--- src/rtl/caf_pkg.sv ---
// Shared CAF definitions: datapath width defaults and the peak-select state encoding.
package caf_pkg;

    // CAF slice datapath defaults
    localparam int CAF_DATA_BITS           = 8;
    localparam int CAF_OUT_MAX_BITS        = 5;
    localparam int CAF_LENGTH_COUNTER_BITS = 3;

    // caf_peak_select defaults: slices per frame and the counter that walks them
    localparam int CAF_PS_NUM_SLICES = 4;
    localparam int CAF_PS_SLICE_BITS = 2;

    typedef enum logic [1:0] {
        IDLE  = 2'd0,
        ACCUM = 2'd1,
        HOLD  = 2'd2
    } caf_state_t;

endpackage

--- src/rtl/caf_peak_select.sv ---
// Frame-level peak selector: folds one (out_max, index) result per frequency slice into
// a global peak and presents it, with a threshold-detect flag, until downstream accepts.
module caf_peak_select
    import caf_pkg::*;
#(
    parameter int out_max_bits        = CAF_OUT_MAX_BITS,
    parameter int length_counter_bits = CAF_LENGTH_COUNTER_BITS,
    parameter int num_slices          = CAF_PS_NUM_SLICES,
    parameter int slice_bits          = CAF_PS_SLICE_BITS
) (
    input  logic                           clk,
    input  logic                           rst_n,
    input  logic                           m_axis_tvalid,
    input  logic [out_max_bits-1:0]        out_max,
    input  logic [length_counter_bits-1:0] index,
    output logic                           s_axis_tready,
    input  logic [out_max_bits-1:0]        threshold,
    input  logic                           m_axis_tready,
    output logic [out_max_bits-1:0]        peak_max,
    output logic [length_counter_bits-1:0] peak_index,
    output logic [slice_bits-1:0]          peak_slice,
    output logic                           detected,
    output logic                           s_axis_tvalid
);

    // Handshakes: a transfer happens on a rising edge where valid and ready are both 1.
    // Our ready/valid are pure state decodes, so neither depends on the partner's signal.
    caf_state_t state_q;
    caf_state_t state_d;

    logic [slice_bits-1:0]          slice_cnt;
    logic [out_max_bits-1:0]        run_max;
    logic [length_counter_bits-1:0] run_index;
    logic [slice_bits-1:0]          run_slice;

    logic                           accept;
    logic                           last_slice;
    logic                           take;
    logic [out_max_bits-1:0]        nxt_max;
    logic [length_counter_bits-1:0] nxt_index;
    logic [slice_bits-1:0]          nxt_slice;

    always_ff @(posedge clk or negedge rst_n) begin
        if (!rst_n) begin
            state_q <= IDLE;
        end else begin
            state_q <= state_d;
        end
    end

    always_comb begin
        state_d       = state_q;
        s_axis_tready = 1'b0;
        s_axis_tvalid = 1'b0;
        case (state_q)
            IDLE: begin
                state_d = ACCUM;
            end
            ACCUM: begin
                s_axis_tready = 1'b1;
                if (accept && last_slice) begin
                    state_d = HOLD;
                end
            end
            HOLD: begin
                s_axis_tvalid = 1'b1;
                if (m_axis_tready) begin
                    state_d = ACCUM;
                end
            end
            default: begin
                state_d = IDLE;
            end
        endcase
    end

    assign accept     = m_axis_tvalid & s_axis_tready;
    assign last_slice = (slice_cnt == slice_bits'(num_slices - 1));

    // Strictly-greater replacement keeps the earliest slice on ties.
    assign take      = (slice_cnt == '0) || (out_max > run_max);
    assign nxt_max   = take ? out_max   : run_max;
    assign nxt_index = take ? index     : run_index;
    assign nxt_slice = take ? slice_cnt : run_slice;

    always_ff @(posedge clk or negedge rst_n) begin
        if (!rst_n) begin
            slice_cnt  <= '0;
            run_max    <= '0;
            run_index  <= '0;
            run_slice  <= '0;
            peak_max   <= '0;
            peak_index <= '0;
            peak_slice <= '0;
            detected   <= 1'b0;
        end else if (accept) begin
            run_max   <= nxt_max;
            run_index <= nxt_index;
            run_slice <= nxt_slice;
            if (last_slice) begin
                slice_cnt  <= '0;
                peak_max   <= nxt_max;
                peak_index <= nxt_index;
                peak_slice <= nxt_slice;
                detected   <= (nxt_max >= threshold);
            end else begin
                slice_cnt <= slice_cnt + slice_bits'(1);
            end
        end
    end

endmodule

--- config.mk ---
export PLATFORM = sky130hd
export DESIGN_NAME = caf_peak_select
export DESIGN_NICKNAME = d
export VERILOG_FILES = /design/src/rtl/caf_pkg.sv /design/src/rtl/caf_peak_select.sv
export SDC_FILE = /design/constraint.sdc
export NUM_CORES = 1
export LEC_CHECK = 0
export CORE_UTILIZATION = 25
export DETAILED_ROUTE_END_ITERATION = 7
export GPL_ROUTABILITY_DRIVEN = 0
export SYNTH_ARGS = -nofsm -noshare
export SYNTH_HDL_FRONTEND = slang
export SYNTH_SLANG_ARGS = --single-unit
export TNS_END_PERCENT = 100
--- constraint.sdc ---
create_clock -name clk -period 2.9 [get_ports clk]
set_input_delay 0.29 -clock clk [delete_from_list [all_inputs] [get_ports clk]]
set_output_delay 0.29 -clock clk [all_outputs]
set_load 0.01 [all_outputs]
==> impl_results.md, run 1 <==
- Vias per cell: 4.218
- Syn Area/Cell: 11.17 µm²
- Io pins: 30
- CTS tree: built
- CTS Buf Count: 3
- Largest net degree at the start of global routing: 26
- Critical path class: input port to flop
- Clock Sinks: 25
- Max cap viols: 0
- DP HPWL: 2.175 mm
- Worst skew pair latency: 0.27 ns
- Commonest non-fill, non-tap cells in the layout: clkdlybuf4s50_1, dfrtp_1, buf_4
- Site Rows: 26
- Syn Inst Count: 121
- Fin nets: 194
- Vias in the first global route: 987
- DRC: 0
- Slew Limit Headroom: 0.7343
- Core area: 5172 µm²
- Tot GR Track Use: 0.1118
- Drt wl/cell: 12.01 µm
- Crit-path cells: clkdlybuf4s50_1 > ha_1 > nand4_1 > or3b_4 > o41ai_4 > buf_4 > mux2_2 > ha_1 > or3_1 > o21ai_1 > a21oi_1
- CTS max path bufs: 2
- Crit path launch type: input port
- Die height: 75.52 µm
- Final non-filler cell total: 234
- LEAKAGE: 0.8673 nW
- Layout fillers: 515
- Max Freq: 0.3626 GHz
- Gr ovfl total: 0
- Hold Vio Cnt, Final: 0
- Status: finished, final reports clean
- Post-synth cell types: 28
- Post-Syn Area: 1351 µm²
- Number of synthesized register bits: 25
- Worst vdd ir: 0.0002786 V
- Sequential fraction of the synthesis area: 0.4630
- Final core occ: 0.3662
- Vias post-DR: 987
- Max Transition Viols Final: 0
- CP dominant cell by count: ha_1
- Top delay family on crit path: simple AND/OR/NAND/NOR gates
- Critical path's slowest cell: clkdlybuf4s50_1
- First-pass GRT wire length: 4.685 mm
- Die width: 75.52 µm
- Clock Skew: 0.008537 ns
- Initial core utilization: 0.2612
- Hold Crit Class: input port to async pin
- Worst Path Required: 3.05 ns
- CP Capture Type: flop
- Most common cell after layout, fill and taps aside: clkdlybuf4s50_1
- Dpl cells: 228
- Routed Antenna Nets: 0
- Area Overhead vs Synth: 40.19%
- Final setup violation count: 0
- Syn_nets: 150
- Pwr Density: 1003 nW/µm²
- Tmin final: 2.758 ns
- Clock H-tree levels: 1
- Crit path largest cell delay: 0.43 ns
- 1st-pass router iterations: 4
- Final worst-path cycle share: 0.9510
- Share of cells above drive strength 1: 0.1890
- Register clock-pin slew on the reported worst setup and hold paths: 0.09 ns
- Root buf cell: clkbuf_8
- Slew @ Worst Pin: 0.3986 ns
- Final WL: 2.810 mm
- Die area: 5703 µm²
- Crit-path max FO: 5
- # diodes: 0
- DRT iter0 DRCs: 12
- IO Port Bufs: 29
- CP arrival: 2.91 ns
- Initial antenna violation count: 0
- Synth warn: 0
- CP Buf/Inv Count: 2
## flip-flops by register name (all words and copies together), names as in the netlist
register    cells
peak_slice      2
run_max         5
state_q         2
slice_cnt       2
detected        1
run_slice       2
run_index       3
peak_max        5
peak_index      3
## layout make-up
type                       instances  area, µm²  share of cell area
clock buffer                       3      41.29             0.02180
tap                               70      87.58             0.04624
clock inverter                     1      7.507            0.003963
sequential                        25      625.6              0.3303
timing repair buffer              43      402.9              0.2127
multi-input combinational         80      684.4              0.3613
inverter                          12      45.04             0.02378
## layer usage
layer,part of all wire,global-route usage,wire length (µm)
met4,0.022,0.06173,63
met5,0,0,0
met2,0.48,0.1766,1354
met1,0.47,0.1470,1308
met3,0.030,0.01720,83
## synth_stat cells, drive strengths merged
library cell	instances	share of area
nor2	7	0.019
inv	12	0.033
ha	12	0.11
clkbuf	1	0.0028
nand2	3	0.0083
o41ai	1	0.020
dfrtp	25	0.46
nand3	1	0.0037
nor3	1	0.0037
buf	3	0.018
nand2b	2	0.0093
nand4	1	0.0046
nor2b	3	0.014
mux2	15	0.13
or3	2	0.0093
and3b	1	0.0065
o21ai	11	0.041
a21oi	9	0.033
a21o	1	0.0056
and2	2	0.0093
a21boi	1	0.0056
mux2i	6	0.044
or3b	1	0.0065
## what timing repair did
action,CTS,global route
resized for setup,0,8
hold buffers,0,0
buffers inserted,0,2
setup endpoints to repair,0,1
## power by group
group	internal, W	total (W)	leakage (nW)	switching (W)
combinational	0.000601	0.00106	0.551	0.000456
clock	0.0000974	0.000209	0.0217	0.000112
sequential	0.000522	0.000634	0.295	0.000112
## final timing paths
| kind | start | end | slack, ns | cells after the start |
|---|---|---|---|---|
| min in group clk | out_max[2] | run_max[2] | 0.40 | 3 |
| setup reg to reg | run_max[3] | detected | 0.16 | 11 |
| hold / removal | rst_n | slice_cnt[0] | 0.39 | 2 |
| hold reg to reg | run_index[0] | run_index[0] | 0.50 | 1 |
| setup / recovery | out_max[1] | detected | 0.14 | 11 |
| max in group asynchronous | rst_n | run_max[3] | 2.26 | 2 |
## cells by family after synthesis
family	after synthesis	share of synthesized area
AO/OA/AOI/OAI	23	0.1056
adder cells (fa/ha/maj)	12	0.1111
buffers and inverters	16	0.05370
flip-flops	25	0.4630
multiplexers	21	0.1722
AND/OR/NAND/NOR	24	0.09444
## per-stage QoR
stage	TNS (ns)	power, W	area [µm²]	setup slack [ns]	hold slack [ns]
detailed placement	-0.1580	0.001646	1792	-0.1580	0.4894
floorplan	0	0.001255	1351	0.3259	-0.005591
global placement	-0.1092	0.001631	1792	-0.1092	0.4743
global route	-0.005934	0.002071	1894	-0.005934	0.3997
CTS	0	0.001869	1841	0.1122	0.4085
finish	0	0.001900	1894	0.1420	0.3884
Power figures use the tool's default switching activity.
==> run 2, diff against run 1 <==
PLACE_DENSITY = 0.45   (was default)
==> impl_results.md, run 2 (same netlist as run 1, synthesis figures left out) <==
- IO Port Bufs: 29
- Register share of total power: 0.334
- Site Rows: 26
- Hold Crit Class: input port to async pin
- CTS max path bufs: 2
- 1st-pass router iterations: 4
- Tmin final: 2.740 ns
- Regs by FF count: peak_max x5, run_max x5
- Clk pwr share: 0.113
- Hold Vio Cnt, Final: 0
- Pwr Density: 1010 nW/µm²
- Met2 Usage GRT: 0.1776
- Combinational power share: 0.553
- Commonest non-fill, non-tap cells in the layout: clkdlybuf4s50_1, dfrtp_1, buf_4
- Dpl cells: 229
- Clock Sinks: 25
- DRC: 0
- Tot GR Track Use: 0.1159
- CTS Buf Count: 3
- Die height: 75.52 µm
- Worst skew pair latency: 0.28 ns
- Max Freq: 0.3650 GHz
- CTS tree: built
- Setup slack after layout: 0.1603 ns
- Fin nets: 193
- LEAKAGE: 0.8357 nW
- Clock H-tree levels: 1
- Slew Limit Headroom: 0.7742
- Most common cell after layout, fill and taps aside: clkdlybuf4s50_1
- Switching power: 0.0006730 W
- Vias per cell: 4.245
- Core area: 5172 µm²
- Post-route cell area: 1857 µm²
- RR Startpoint: run_max[3]
- Layout fillers: 520
- Root buf cell: clkbuf_8
- RSZ-0062 raised after global routing: false
- Initial core utilization: 0.2612
- Worst slack, placed: -0.2385 ns
- Die width: 75.52 µm
- Final WL: 2.826 mm
- Final setup violation count: 0
- Io pins: 30
- Vias post-DR: 989
- Initial antenna violation count: 0
- Largest net degree at the start of global routing: 26
- Reg area: 625.6 µm²
- First-pass GRT wire length: 4.802 mm
- Max Transition Viols Final: 0
- Gr ovfl total: 0
- Grt met3 use: 0.01720
- Area Overhead vs Synth: 37.41%
- Register clock-pin slew on the reported worst setup and hold paths: 0.10 ns
- GRT met1 Usage: 0.1555
- Slew @ Worst Pin: 0.3387 ns
- Area of the multi-input gates: 665.6 µm²
- Worst vdd ir: 0.0002743 V
- GR peak layer: met2
- CP arrival: 2.91 ns
- Max cap viols: 0
- CP startpoint: out_max[3]
- DRT iter0 DRCs: 92
- Placed cell areas: 1799 µm²
- Critical path class: input port to flop
- Final worst-path cycle share: 0.9447
- Reg-to-reg slack, setup: 0.21 ns
- Routed Antenna Nets: 0
- CP Capture Type: flop
- Crit path launch type: input port
- Int Pwr: 0.001202 W
- Worst Path Required: 3.07 ns
- Drt wl/cell: 12.13 µm
- DP HPWL: 2.195 mm
- Crit-path max FO: 5
- Final non-filler cell total: 233
- # diodes: 0
- Cts hold-fix bufs: 0
- Status: finished, final reports clean
- Vias in the first global route: 1,016
- Die area: 5703 µm²
- Share of cells above drive strength 1: 0.1595
- Clock Skew: 0.01300 ns
- Switching share of power: 0.3589
==> run 2: cell count changes in the layout (fill, tap and decap cells not counted) <==
cell             change
or3b_1               +1
clkbuf_1             +1
or3b_4               -1
clkinvlp_4           -1
mux2i_4              +1
ha_4                 -2
clkdlybuf4s50_1      +3
mux2i_2              -1
ha_1                 +2
buf_4                -1
dlymetal6s2s_1       -3
==> run 2: metrics by stage <==
| step | utilization | total power [W] | hold WS (ns) | setup TNS (ns) |
|---|---|---|---|---|
| floorplan | - | 0.001255 | -0.005591 | 0 |
| global placement | 0.3478 | 0.001638 | 0.4747 | -0.09197 |
| detailed placement | 0.3478 | 0.001656 | 0.4832 | -0.2385 |
| CTS | 0.3566 | 0.001880 | 0.3829 | 0 |
| global route | 0.3590 | 0.002061 | 0.4006 | 0 |
| finish | 0.3590 | 0.001875 | 0.3613 | 0 |
==> run 2: worst paths after layout <==
| check | end | depth (start not counted) |
|---|---|---|
| worst max-delay path | detected | 13 |
| worst min-delay path | run_max[2] | 2 |
| worst max register to register | detected | 13 |
| worst min register to register | run_index[1] | 1 |
| max in group asynchronous | peak_slice[0] | 2 |
| min in group clk | run_index[1] | 1 |
==> run 2: area by class of cell <==
class,instances,share of cell area
Clock buffer,4,0.02426
Inverter,12,0.02426
Multi-Input combinational cell,80,0.3585
Sequential cell,25,0.3369
Tap cell,70,0.04717
Timing Repair Buffer,42,0.2089
==> run 2: power by group through the flow <==
stage	combinational, W	clock [W]	sequential, W
after floorplan	0.000609	0	0.000646
after global placement	0.00101	0	0.000628
after detailed placement	0.00103	0	0.000629
after CTS	0.00103	0.000224	0.000625
after global routing	0.00117	0.000240	0.000655
final	0.00104	0.000212	0.000627
==> run 2: repair_timing <==
| action | 4_1_cts | 5_1_grt |
|---|---|---|
| setup endpoints to repair | 0 | 1 |
| setup buffers | 0 | 0 |
| gates resized for setup | 0 | 3 |
==> run 2: worst max-delay path, cell delays in order <==
cell	delay [ns]
clkdlybuf4s50_1	0.43
ha_1	0.34
nand4_1	0.12
or3b_1	0.43
o41ai_4	0.07
buf_4	0.21
mux2i_4	0.23
ha_1	0.25
nand2b_1	0.14
a21oi_1	0.13
nor2b_1	0.06
o21ai_1	0.12
a21oi_1	0.08
==> run 2: metal layers <==
metal	routed length, µm	part of all wire	vias to the layer above
met5	0	0	-
met4	68	0.024	0
met1	1412	0.50	465
li1	-	-	502
met3	79	0.028	5
met2	1265	0.45	17
